[config.mk]
export PLATFORM = sky130hd
export DESIGN_NAME = vc_writeback_buffer
export DESIGN_NICKNAME = d
export VERILOG_FILES = /design/src/rtl/vc_writeback_buffer.sv
export SDC_FILE = /design/constraint.sdc
export NUM_CORES = 2
export LEC_CHECK = 0
export ABC_AREA = 1
export BUFFER_PORTS_ARGS = -buffer_cell sky130_fd_sc_hd__buf_2
export CORE_ASPECT_RATIO = 1.4
export CORE_MARGIN = 2
export CORE_UTILIZATION = 60
export CTS_CLUSTER_SIZE = 8
export DETAILED_ROUTE_END_ITERATION = 8
export PLACE_DENSITY = 0.8
export SETUP_SLACK_MARGIN = 0.15
export SLEW_MARGIN = 10
export SYNTH_ARGS = -nofsm -noshare
export SYNTH_HDL_FRONTEND = slang
export SYNTH_SLANG_ARGS = --single-unit
[constraint.sdc]
create_clock -name clk -period 5.7 [get_ports clk]
set_input_delay 0 -clock clk [delete_from_list [all_inputs] [get_ports clk]]
set_output_delay 0 -clock clk [all_outputs]
set_load 0.02 [all_outputs]
[src/rtl/vc_writeback_buffer.sv]
// -----------------------------------------------------------------------------
// vc_writeback_buffer
//
// Dirty-line writeback buffer downstream of the L1.5 victim cache. Displaced
// M-state lines are queued in FIFO order and issued to the L2/NoC writeback
// path with a valid/ready handshake. Each entry is held until the L2 acks it,
// so a registered address lookup lets the L1.5 S1/S2 pipeline forward lines
// whose writeback is still in flight.
//
// Ports:
//   clk, rst_n                    clock, asynchronous active-low reset
//   vc_wbb_push_val/addr/data     push of a displaced dirty line
//   wbb_vc_push_rdy               buffer can accept a push this cycle
//   l15_wbb_lookup_val_s1/addr_s1 S1 lookup request
//   wbb_l15_hit_s2/data_s2        registered S2 lookup result (data 0 on miss)
//   wbb_noc_req_val/addr/data     writeback request toward L2/NoC
//   noc_wbb_req_rdy               downstream accepts the request
//   noc_wbb_ack_val               L2 acks the oldest issued writeback
//   wbb_empty                     nothing pending or issued
//   wbb_overflow                  sticky: a push arrived while not ready
// -----------------------------------------------------------------------------
module vc_writeback_buffer #(
   parameter int ADDR_WIDTH = 36,
   parameter int DATA_WIDTH = 128,
   parameter int DEPTH      = 4
) (
   input  logic                  clk,
   input  logic                  rst_n,
   input  logic                  vc_wbb_push_val,
   input  logic [ADDR_WIDTH-1:0] vc_wbb_push_addr,
   input  logic [DATA_WIDTH-1:0] vc_wbb_push_data,
   output logic                  wbb_vc_push_rdy,
   input  logic                  l15_wbb_lookup_val_s1,
   input  logic [ADDR_WIDTH-1:0] l15_wbb_lookup_addr_s1,
   output logic                  wbb_l15_hit_s2,
   output logic [DATA_WIDTH-1:0] wbb_l15_data_s2,
   output logic                  wbb_noc_req_val,
   output logic [ADDR_WIDTH-1:0] wbb_noc_req_addr,
   output logic [DATA_WIDTH-1:0] wbb_noc_req_data,
   input  logic                  noc_wbb_req_rdy,
   input  logic                  noc_wbb_ack_val,
   output logic                  wbb_empty,
   output logic                  wbb_overflow
);

   localparam int PW = $clog2(DEPTH);
   localparam int CW = PW + 1;
   localparam logic [PW-1:0] PTR_ONE = PW'(1);
   localparam logic [CW-1:0] CNT_ONE = CW'(1);
   localparam logic [CW-1:0] DEPTH_C = CW'(DEPTH);

   typedef enum logic [1:0] {
      ST_FREE    = 2'd0,
      ST_PENDING = 2'd1,
      ST_ISSUED  = 2'd2
   } ent_state_e;

   ent_state_e            state_q [DEPTH];
   ent_state_e            state_d [DEPTH];
   logic [ADDR_WIDTH-1:0] addr_q  [DEPTH];
   logic [ADDR_WIDTH-1:0] addr_d  [DEPTH];
   logic [DATA_WIDTH-1:0] data_q  [DEPTH];
   logic [DATA_WIDTH-1:0] data_d  [DEPTH];

   logic [PW-1:0]         wr_ptr_q, wr_ptr_d;
   logic [PW-1:0]         iss_ptr_q, iss_ptr_d;
   logic [PW-1:0]         ack_ptr_q, ack_ptr_d;
   logic [CW-1:0]         count_q, count_d;
   logic                  overflow_q, overflow_d;
   logic                  hit_s2_q, hit_s2_d;
   logic [DATA_WIDTH-1:0] data_s2_q, data_s2_d;

   logic                  push_rdy;
   logic                  push_fire;
   logic                  req_val;
   logic                  issue_fire;
   logic                  ack_fire;
   logic                  lk_hit;
   logic [DATA_WIDTH-1:0] lk_data;
   logic [PW-1:0]         lk_idx;

   // Readiness depends on registered count only, so a same-cycle ack never
   // opens a slot in a full buffer.
   assign push_rdy   = (count_q < DEPTH_C);
   assign push_fire  = vc_wbb_push_val & push_rdy;
   assign req_val    = (state_q[iss_ptr_q] == ST_PENDING);
   assign issue_fire = req_val & noc_wbb_req_rdy;
   // Ack qualifies on the start-of-cycle state, so an entry issued this same
   // cycle cannot be freed by it, and stray acks are ignored.
   assign ack_fire   = noc_wbb_ack_val & (state_q[ack_ptr_q] == ST_ISSUED);

   // NOTE: every signal written in a combinational block gets a default at the
   // top; a path that leaves one unassigned would infer a latch.
   always_comb begin
      state_d    = state_q;
      addr_d     = addr_q;
      data_d     = data_q;
      wr_ptr_d   = wr_ptr_q;
      iss_ptr_d  = iss_ptr_q;
      ack_ptr_d  = ack_ptr_q;
      count_d    = count_q;
      overflow_d = overflow_q | (vc_wbb_push_val & ~push_rdy);

      // Issue, ack and push always touch distinct entries (PENDING, ISSUED
      // and FREE respectively), so the three updates never collide.
      if (issue_fire) begin
         state_d[iss_ptr_q] = ST_ISSUED;
         iss_ptr_d          = iss_ptr_q + PTR_ONE;
      end
      if (ack_fire) begin
         state_d[ack_ptr_q] = ST_FREE;
         ack_ptr_d          = ack_ptr_q + PTR_ONE;
      end
      if (push_fire) begin
         state_d[wr_ptr_q] = ST_PENDING;
         addr_d[wr_ptr_q]  = vc_wbb_push_addr;
         data_d[wr_ptr_q]  = vc_wbb_push_data;
         wr_ptr_d          = wr_ptr_q + PTR_ONE;
      end

      unique case ({push_fire, ack_fire})
         2'b10:   count_d = count_q + CNT_ONE;
         2'b01:   count_d = count_q - CNT_ONE;
         default: count_d = count_q;
      endcase
   end

   // Lookup: walk from oldest (ack_ptr) to youngest so later matches override
   // earlier ones; the same-cycle push is younger than every stored entry.
   always_comb begin
      lk_hit  = 1'b0;
      lk_data = '0;
      lk_idx  = '0;
      for (int i = 0; i < DEPTH; i++) begin
         lk_idx = ack_ptr_q + PW'(i);
         if ((state_q[lk_idx] != ST_FREE) &&
             (addr_q[lk_idx] == l15_wbb_lookup_addr_s1)) begin
            lk_hit  = 1'b1;
            lk_data = data_q[lk_idx];
         end
      end
      if (push_fire && (vc_wbb_push_addr == l15_wbb_lookup_addr_s1)) begin
         lk_hit  = 1'b1;
         lk_data = vc_wbb_push_data;
      end
      hit_s2_d  = l15_wbb_lookup_val_s1 & lk_hit;
      data_s2_d = hit_s2_d ? lk_data : '0;
   end

   // NOTE: sequential state is written only with non-blocking assignments so
   // every flop samples the pre-edge values regardless of statement order.
   // NOTE: the entry storage is reset along with its state because request and
   // lookup outputs read it directly and must show 0 out of reset.
   always_ff @(posedge clk or negedge rst_n) begin
      if (!rst_n) begin
         for (int i = 0; i < DEPTH; i++) begin
            state_q[i] <= ST_FREE;
            addr_q[i]  <= '0;
            data_q[i]  <= '0;
         end
         wr_ptr_q   <= '0;
         iss_ptr_q  <= '0;
         ack_ptr_q  <= '0;
         count_q    <= '0;
         overflow_q <= 1'b0;
         hit_s2_q   <= 1'b0;
         data_s2_q  <= '0;
      end else begin
         state_q    <= state_d;
         addr_q     <= addr_d;
         data_q     <= data_d;
         wr_ptr_q   <= wr_ptr_d;
         iss_ptr_q  <= iss_ptr_d;
         ack_ptr_q  <= ack_ptr_d;
         count_q    <= count_d;
         overflow_q <= overflow_d;
         hit_s2_q   <= hit_s2_d;
         data_s2_q  <= data_s2_d;
      end
   end

   assign wbb_vc_push_rdy  = push_rdy;
   assign wbb_noc_req_val  = req_val;
   assign wbb_noc_req_addr = addr_q[iss_ptr_q];
   assign wbb_noc_req_data = data_q[iss_ptr_q];
   assign wbb_l15_hit_s2   = hit_s2_q;
   assign wbb_l15_data_s2  = data_s2_q;
   assign wbb_empty        = (count_q == '0);
   assign wbb_overflow     = overflow_q;

endmodule

After elaboration in Yosys (flattened, before gate mapping)
Cells that the tools add are included.

Flip-flop bits (word level): 803. Input port bits: 206. Output and inout bits: 297. Word-level logic and storage cells: 152.

$add $sub $neg: 7. $lt $le $gt $ge: 10. Equality and inequality tests: 9. Muxes and demuxes: 72. Bitwise logic cells: 21. Reduce and logical (&&, ||, !) cells: 14.

Operators with widths (number): two-way mux 128 bit (17); binary-select mux 128 bit (select 2 bit) (5); bitwise mux 512 bit (1); two-way mux 36 bit (11); binary-select mux 36 bit (select 2 bit) (5); demux 128 bit (select 2 bit) (1); equality test 36 bit (5); bitwise mux 144 bit (1); demux 36 bit (select 2 bit) (1); two-way mux 2 bit (13); two-way mux 8 bit (3); binary-select mux 2 bit (select 2 bit) (5); >= comparator 3 bit, second input constant (6); inverter 2 -> 3 bit (6); demux 2 bit (select 2 bit) (3); nonzero test 2 bit (5); < comparator 3 x 1 -> 1 bit, second input constant (3); AND 4 bit (2); AND 8 bit (1); logical AND 1 bit (8); inverter 4 bit (2); inverter 8 bit (1); bitwise OR 4 bit (2); adder 2 x 1 -> 2 bit, second input constant (3); 12 further kinds (23).

Depth between registers and ports, before layout
Word-level depth: 13. Gate-level depth with buffers: 27. Gate-level depth less buffers: 17.

Worst setup path before layout
No wires, ideal clock.

Kind: reg2reg. From: register ack_ptr_q[1]. To: register data_s2_q[0] (netlist: wbb_l15_data_s2[0]). Library setup time: 0.122 ns. Data arrival time: 3.844 ns. Data required time: 5.578 ns. Slack: 1.734 ns. Stages on the path, launching flop included: 24. Buffers on the path: 10. Clock period less this slack: 3.966 ns. Cell sequence: dfrtp_1 > inv_2 > buf_2 > buf_2 > buf_2 > buf_2 > clkbuf_1 > clkbuf_1 > ha_1 > buf_4 > clkinv_2 > clkbuf_1 > nand3_1 > nand2_1 > xor2_1 > nand3_1 > nor2_1 > nand2_1 > nor2_2 > buf_2 > clkbuf_1 > a21oi_1 > nand2_1 > a21oi_1.

Cells in the longest elaborated chain, start to end: 13. Elaborated cells on any way between the ends: 67. Those cells by class: add/sub (3); eq/ne (4); mux (47); bitwise (5); reduce/logical (8).

RTL lines: start: declaration (line 67) `logic [PW-1:0] ack_ptr_q, ack_ptr_d;`; start signal: assignment (line 174) `ack_ptr_q <= ack_ptr_d;`; adder 2 x 1 -> 2 bit or inverter 2 -> 3 bit (tied branches); inverter 2 -> 3 bit (implied by the code), or another cell as far along (line 136, 137, 139); binary-select mux 36 bit (select 2 bit), or another cell as far along (line 137) `(addr_q[lk_idx] == l15_wbb_lookup_addr_s1)) begin`; two-way mux 36 bit (implied by the code) or two-way mux 2 bit (tied branches) (line 137, 136); two-way mux 36 bit (implied by the code), or another cell as far along (line 137); equality test 36 bit, or another cell as far along (line 137); logical AND 1 bit or two-way mux 1 bit (tied branches) (line 136) `if ((state_q[lk_idx] != ST_FREE) &&`; two-way mux 1 bit (3 in a row) (line 136); two-way mux 1 bit (line 142) `if (push_fire && (vc_wbb_push_addr == l15_wbb_lookup_addr_s1)) begin`; AND 1 bit (line 146) `hit_s2_d = l15_wbb_lookup_val_s1 & lk_hit;`; two-way mux 128 bit * (line 147) `data_s2_d = hit_s2_d ? lk_data : '0;`; via data_s2_d[0] (line 71) `logic [DATA_WIDTH-1:0] data_s2_q, data_s2_d;`; end signal: assignment (line 178) `data_s2_q <= data_s2_d;`; end: declaration (line 71).

The timed path passes the listed nets; every way through them passes the cells marked *. The select of a mux whose other input is x is not followed. A chain may end at the register's enable or synchronous reset.

Final worst setup path
From: register ack_ptr_q[0]. To: register data_s2_q[100] (netlist: wbb_l15_data_s2[100]).

Same word-level chain as after synthesis.

==> impl.org <==
** Synth
- Synthesis produced a netlist with a net count of 9,165.
- Post-synthesis cell count :: 8,945
- Number of synthesized register bits :: 803
- Post-synthesis area per instance :: 6.23 um2
- Primary FF master, synth :: dfrtp_1
- Area share of fa/ha/maj cells after synthesis :: 0.328%
- In this run the biggest area consumer among cell types represents 36.1% of the synthesized area.
- In the synthesized netlist the async set-or-reset flop fraction comes to 100%.
- Complex-gate fraction of the synthesized area :: 24.8%
- Share of cell area taken by muxes after synthesis :: 0%
- After synthesis, the largest family of logic cells by area is simple AND/OR/NAND/NOR gates.
- EDFF count, synth :: 0
- After Yosys synthesis, and, or, nand and nor cells account for 29.0% of the synthesized area.
- Total number of yosys warnings :: 0
- Cell taking the most area after synthesis :: dfrtp_1
- The number of different library cells used by synthesis comes to 38.
- In the post-synthesis netlist, the biggest area contributors are dfrtp_1 (36%), nand2_1 (22%), o21ai_0 (16%).
- The cell area that synthesis handed to floorplanning was 55,700 um2.
- Most frequently used cell type in the post-synthesis netlist :: nand2_1
- By count the netlist is led by nand2_1 (3,203), o21ai_0 (1,765), a21oi_1 (908), dfrtp_1 (803), nand3_1 (669).
- Of the total synthesized cell area, the portion taken by XOR and XNOR cells is 0.660%.
- The share of the Yosys chip area taken by registers is 36.1%.

** Flow run
- Max-cap violation count :: 0

** Worst setup path
- STA puts the critical path data required time at 6.35 ns.
- The worst setup path is captured at a flip-flop.
- STA puts the critical path data arrival time at 5.66 ns.
- The worst register-to-register path begins at ack_ptr_q[0].
- STA classifies the critical path startpoint as a flip-flop.
- The critical path in this run is classified as reg -> reg.
- Of all nets on the critical path, the largest fanout is 134.
- Launch point of the critical path :: ack_ptr_q[0]

** Drt
- Dividing the detail-routed via count by the number of cells gives 6.10.
- Vias after detailed routing :: 63,000
- Number of DRC violations after detailed-routing iteration 0 :: 7,459
- The detailed router used layers up to and including met5.
- After detailed routing, the number of remaining DRC violations is 0.
- Wire segments on met3 add up to 21,100 um in the final route.
- In this run the remaining antenna-violating nets after routing total 0.
- Metal1 wirelength :: 75,400 um
- Total met2 wirelength after detailed routing :: 92,700 um
- Drt total wl :: 204,000 um
- After detailed routing, the average wire length per cell comes to 19.8 um.
- First drt pass iteration count :: 7

** Clock tree
- Clock slew seen by the registers of the worst setup and hold paths :: 0.06 ns
- Clock sinks :: 803
- Longest Clk Path Bufs :: 3
- Number of CTS-inserted buffers :: 110
- Worst skew pair latency :: 0.74 ns
- Cts repair resizes :: 0
- Library cell used as clock root buffer :: clkbuf_16
- Max H-tree Level :: 3
- TritonCTS built the clock tree.

** Pwr
- Across the VDD grid, the largest voltage drop is 1.11 mV.
- For this design the ratio of total power to cell area is 625 nW/um2.
- Of the total power, registers draw 25.4%.
- Switching power as a share of total power :: 53.9%
- Clock power frac :: 15.3%
- Total design power :: 39,100 uW
- Leakage power :: 0.0300 uW
- Cell internal power was estimated by the tool at 18,000 uW.
- Net Switching :: 21,100 uW
- Part of the power in combinational logic :: 59.2%

** Timing
- Final Hold Vio Count :: 0
- At the pin with the least slew margin, the transition time is 1.43 ns.
- Max frequency :: 199 MHz
- In the post-route analysis, the smallest setup slack over all paths is 0.685 ns.
- Final setup fails :: 0
- Final worst-path cycle share :: 88.0%
- The count of final max-slew check failures is 0.
- RSZ-0062 raised after global routing :: false
- After layout, the minimum clock period comes to 5.02 ns.
- Setup total negative slack on the finished layout was measured at 0 ns.
- Relative max-transition margin :: 4.39%
- Across the routed clock network, the largest skew measured is 0.0264 ns.

** Global route
- Pin count of the biggest net entering global routing :: 313
- Global-route wire length before repair :: 314,000 um
- Global routing used 41.7% of the available tracks.
- Number of global-route vias before repair :: 58,300
- The initial antenna violation count is 9.
- Summed over all layers, the global routing overflow is 0.

** Floorplan
- After floorplanning, the core was sized to cover 92,300 um2.
- The die is 365 um tall.
- Overall die area :: 95,300 um2
- Once the floorplan was initialized, standard cells occupied 60.3% of the core.
- Number of placement rows :: 132
- I/O pin count :: 503
- The die is 262 um wide.

** Final layout
- Fill cells in the final layout number 8,301.
- Count of nets after finishing :: 9,317
- Of the cells placed in the final design, the portion with a size suffix greater than 1 is 7.83%.
- Area added between synthesis and finish :: 12.3%

** Place
- Count of buffers inserted at the top-level ports :: 502
- Once detailed placement completed, the half-perimeter wirelength came to 121,000 um.
- OpenSTA, run right after detailed placement, puts the worst setup slack at 0.858 ns.
- Routability congestion estimate :: 1.03

** Hold path
- The startpoint identified for the worst hold timing path is vc_wbb_push_val.
- Worst hold path type :: in -> reg

** Status
- The flow ran to the end, and the final reports show no timing, DRC or antenna violations.
==> cell usage in the layout, fill, tap and decap left out, types with 2 or more instances in the layout <==
cell type and count:
nor2_1 163, nand2_4 5, buf_2 500, nand3_1 669, inv_2 4, buf_4 39
xor2_1 35, xnor2_1 7, nor4_1 3, nand2_1 3198, clkbuf_16 111, buf_12 31
o21ai_1 9, o311ai_0 2, o21ai_0 1765, dfrtp_4 2, and2_1 3, inv_6 2
diode_2 9, a21oi_1 908, clkinv_8 3, ha_1 12, dfrtp_1 800, inv_8 3
nor2_4 5, a22o_1 2, clkbuf_1 3, nand2b_1 2, nor3_1 2, dlygate4sd3_1 170
nand4_1 4, o2111ai_1 4, o211ai_1 9, nand3b_1 2, o22ai_1 40, inv_1 575
==> logic make-up (layout without fill, tap and decap cells) <==
group	after synthesis	after routing
compound gates	2741	2741
xor+xnor	42	42
fa+ha+maj	14	14
buf+inv	1287	1447
flops	803	803
other cells	0	9
simple gates	4058	4058
==> flip-flops by register name (all words and copies together), names as in the netlist <==
signal	cells
count_q	3
state_q	8
ack_ptr_q	2
addr_q	144
wr_ptr_q	2
wbb_l15_hit_s2	1
wbb_overflow	1
data_q	512
iss_ptr_q	2
wbb_l15_data_s2	128
==> area by class of cell <==
| class | count | area (um2) | share of cell area [%] |
|---|---|---|---|
| antenna | 9 | 22.5 | 0.0360 |
| clock buffer | 114 | 2790 | 4.46 |
| clock inverter | 6 | 114 | 0.182 |
| inverter | 585 | 2240 | 3.59 |
| multi-input combinational | 6855 | 30600 | 48.9 |
| sequential | 803 | 20100 | 32.1 |
| tap | 1206 | 1510 | 2.41 |
| timing repair buffer | 742 | 5160 | 8.25 |
==> critical path, stage by stage, from the launching register on <==
cell and delay (ns):
dfrtp_4 0.66, buf_4 0.81, buf_4 0.97, nand2_1 0.19, nand3_1 0.17, nand3_1 0.09
nand2_1 0.08, a21oi_1 0.04, nand2_1 0.06, nor2_1 0.04, nand2_1 0.11, inv_1 0.08
nand2_4 0.62, buf_4 0.51, nand3_1 0.14, nand2_1 0.10, nand2_1 0.05, a21oi_1 0.12
==> timing repair <==
item | in CTS | in global routing
buffers inserted | 0 | 0
hold endpoints to repair | 895 | 0
hold buffers | 171 | 0
==> final timing paths <==
check / end / cells after the start / slack (ns)
worst min register to register: data_q[273] / 2 / 0.48
min in group asynchronous: data_q[467] / 3 / 0.39
worst min-delay path: wbb_overflow / 3 / 0.04
max in group asynchronous: data_q[274] / 4 / 3.91
worst max-delay path: wbb_l15_data_s2[100] / 17 / 0.68
worst max register to register: wbb_l15_data_s2[100] / 17 / 0.68
==> metrics by stage <==
stage / instances / cell area (um2) / util (%) / hold WS [ns]
2_1_floorplan: 8945 / 55700 / - / -0.296
3_3_place_gp: 10000 / 57900 / 62.7 / 0.128
3_5_place_dp: 10000 / 57900 / 62.7 / 0.128
4_1_cts: 10300 / 62500 / 67.7 / 0.0143
5_1_grt: 10300 / 62500 / 67.7 / 0.0559
6_report: 10300 / 62500 / 67.7 / 0.0450
==> power groups by stage <==
stage / Combinational [uW] / Clock (uW) / Sequential, uW
floorplan: 16500 / 0 / 9290
global placement: 21800 / 0 / 9870
detailed placement: 22400 / 0 / 9930
CTS: 22600 / 6020 / 9870
global route: 25800 / 6240 / 10200
finish: 23100 / 5980 / 9940
==> layer usage <==
metal  up-vias  GRT usage (%)
li1      29500              -
met1     29000           50.9
met2      3563           66.7
met3       857           8.17
met4         6           28.4
met5         -              0
Note: power is estimated with default switching activity, not from simulation.
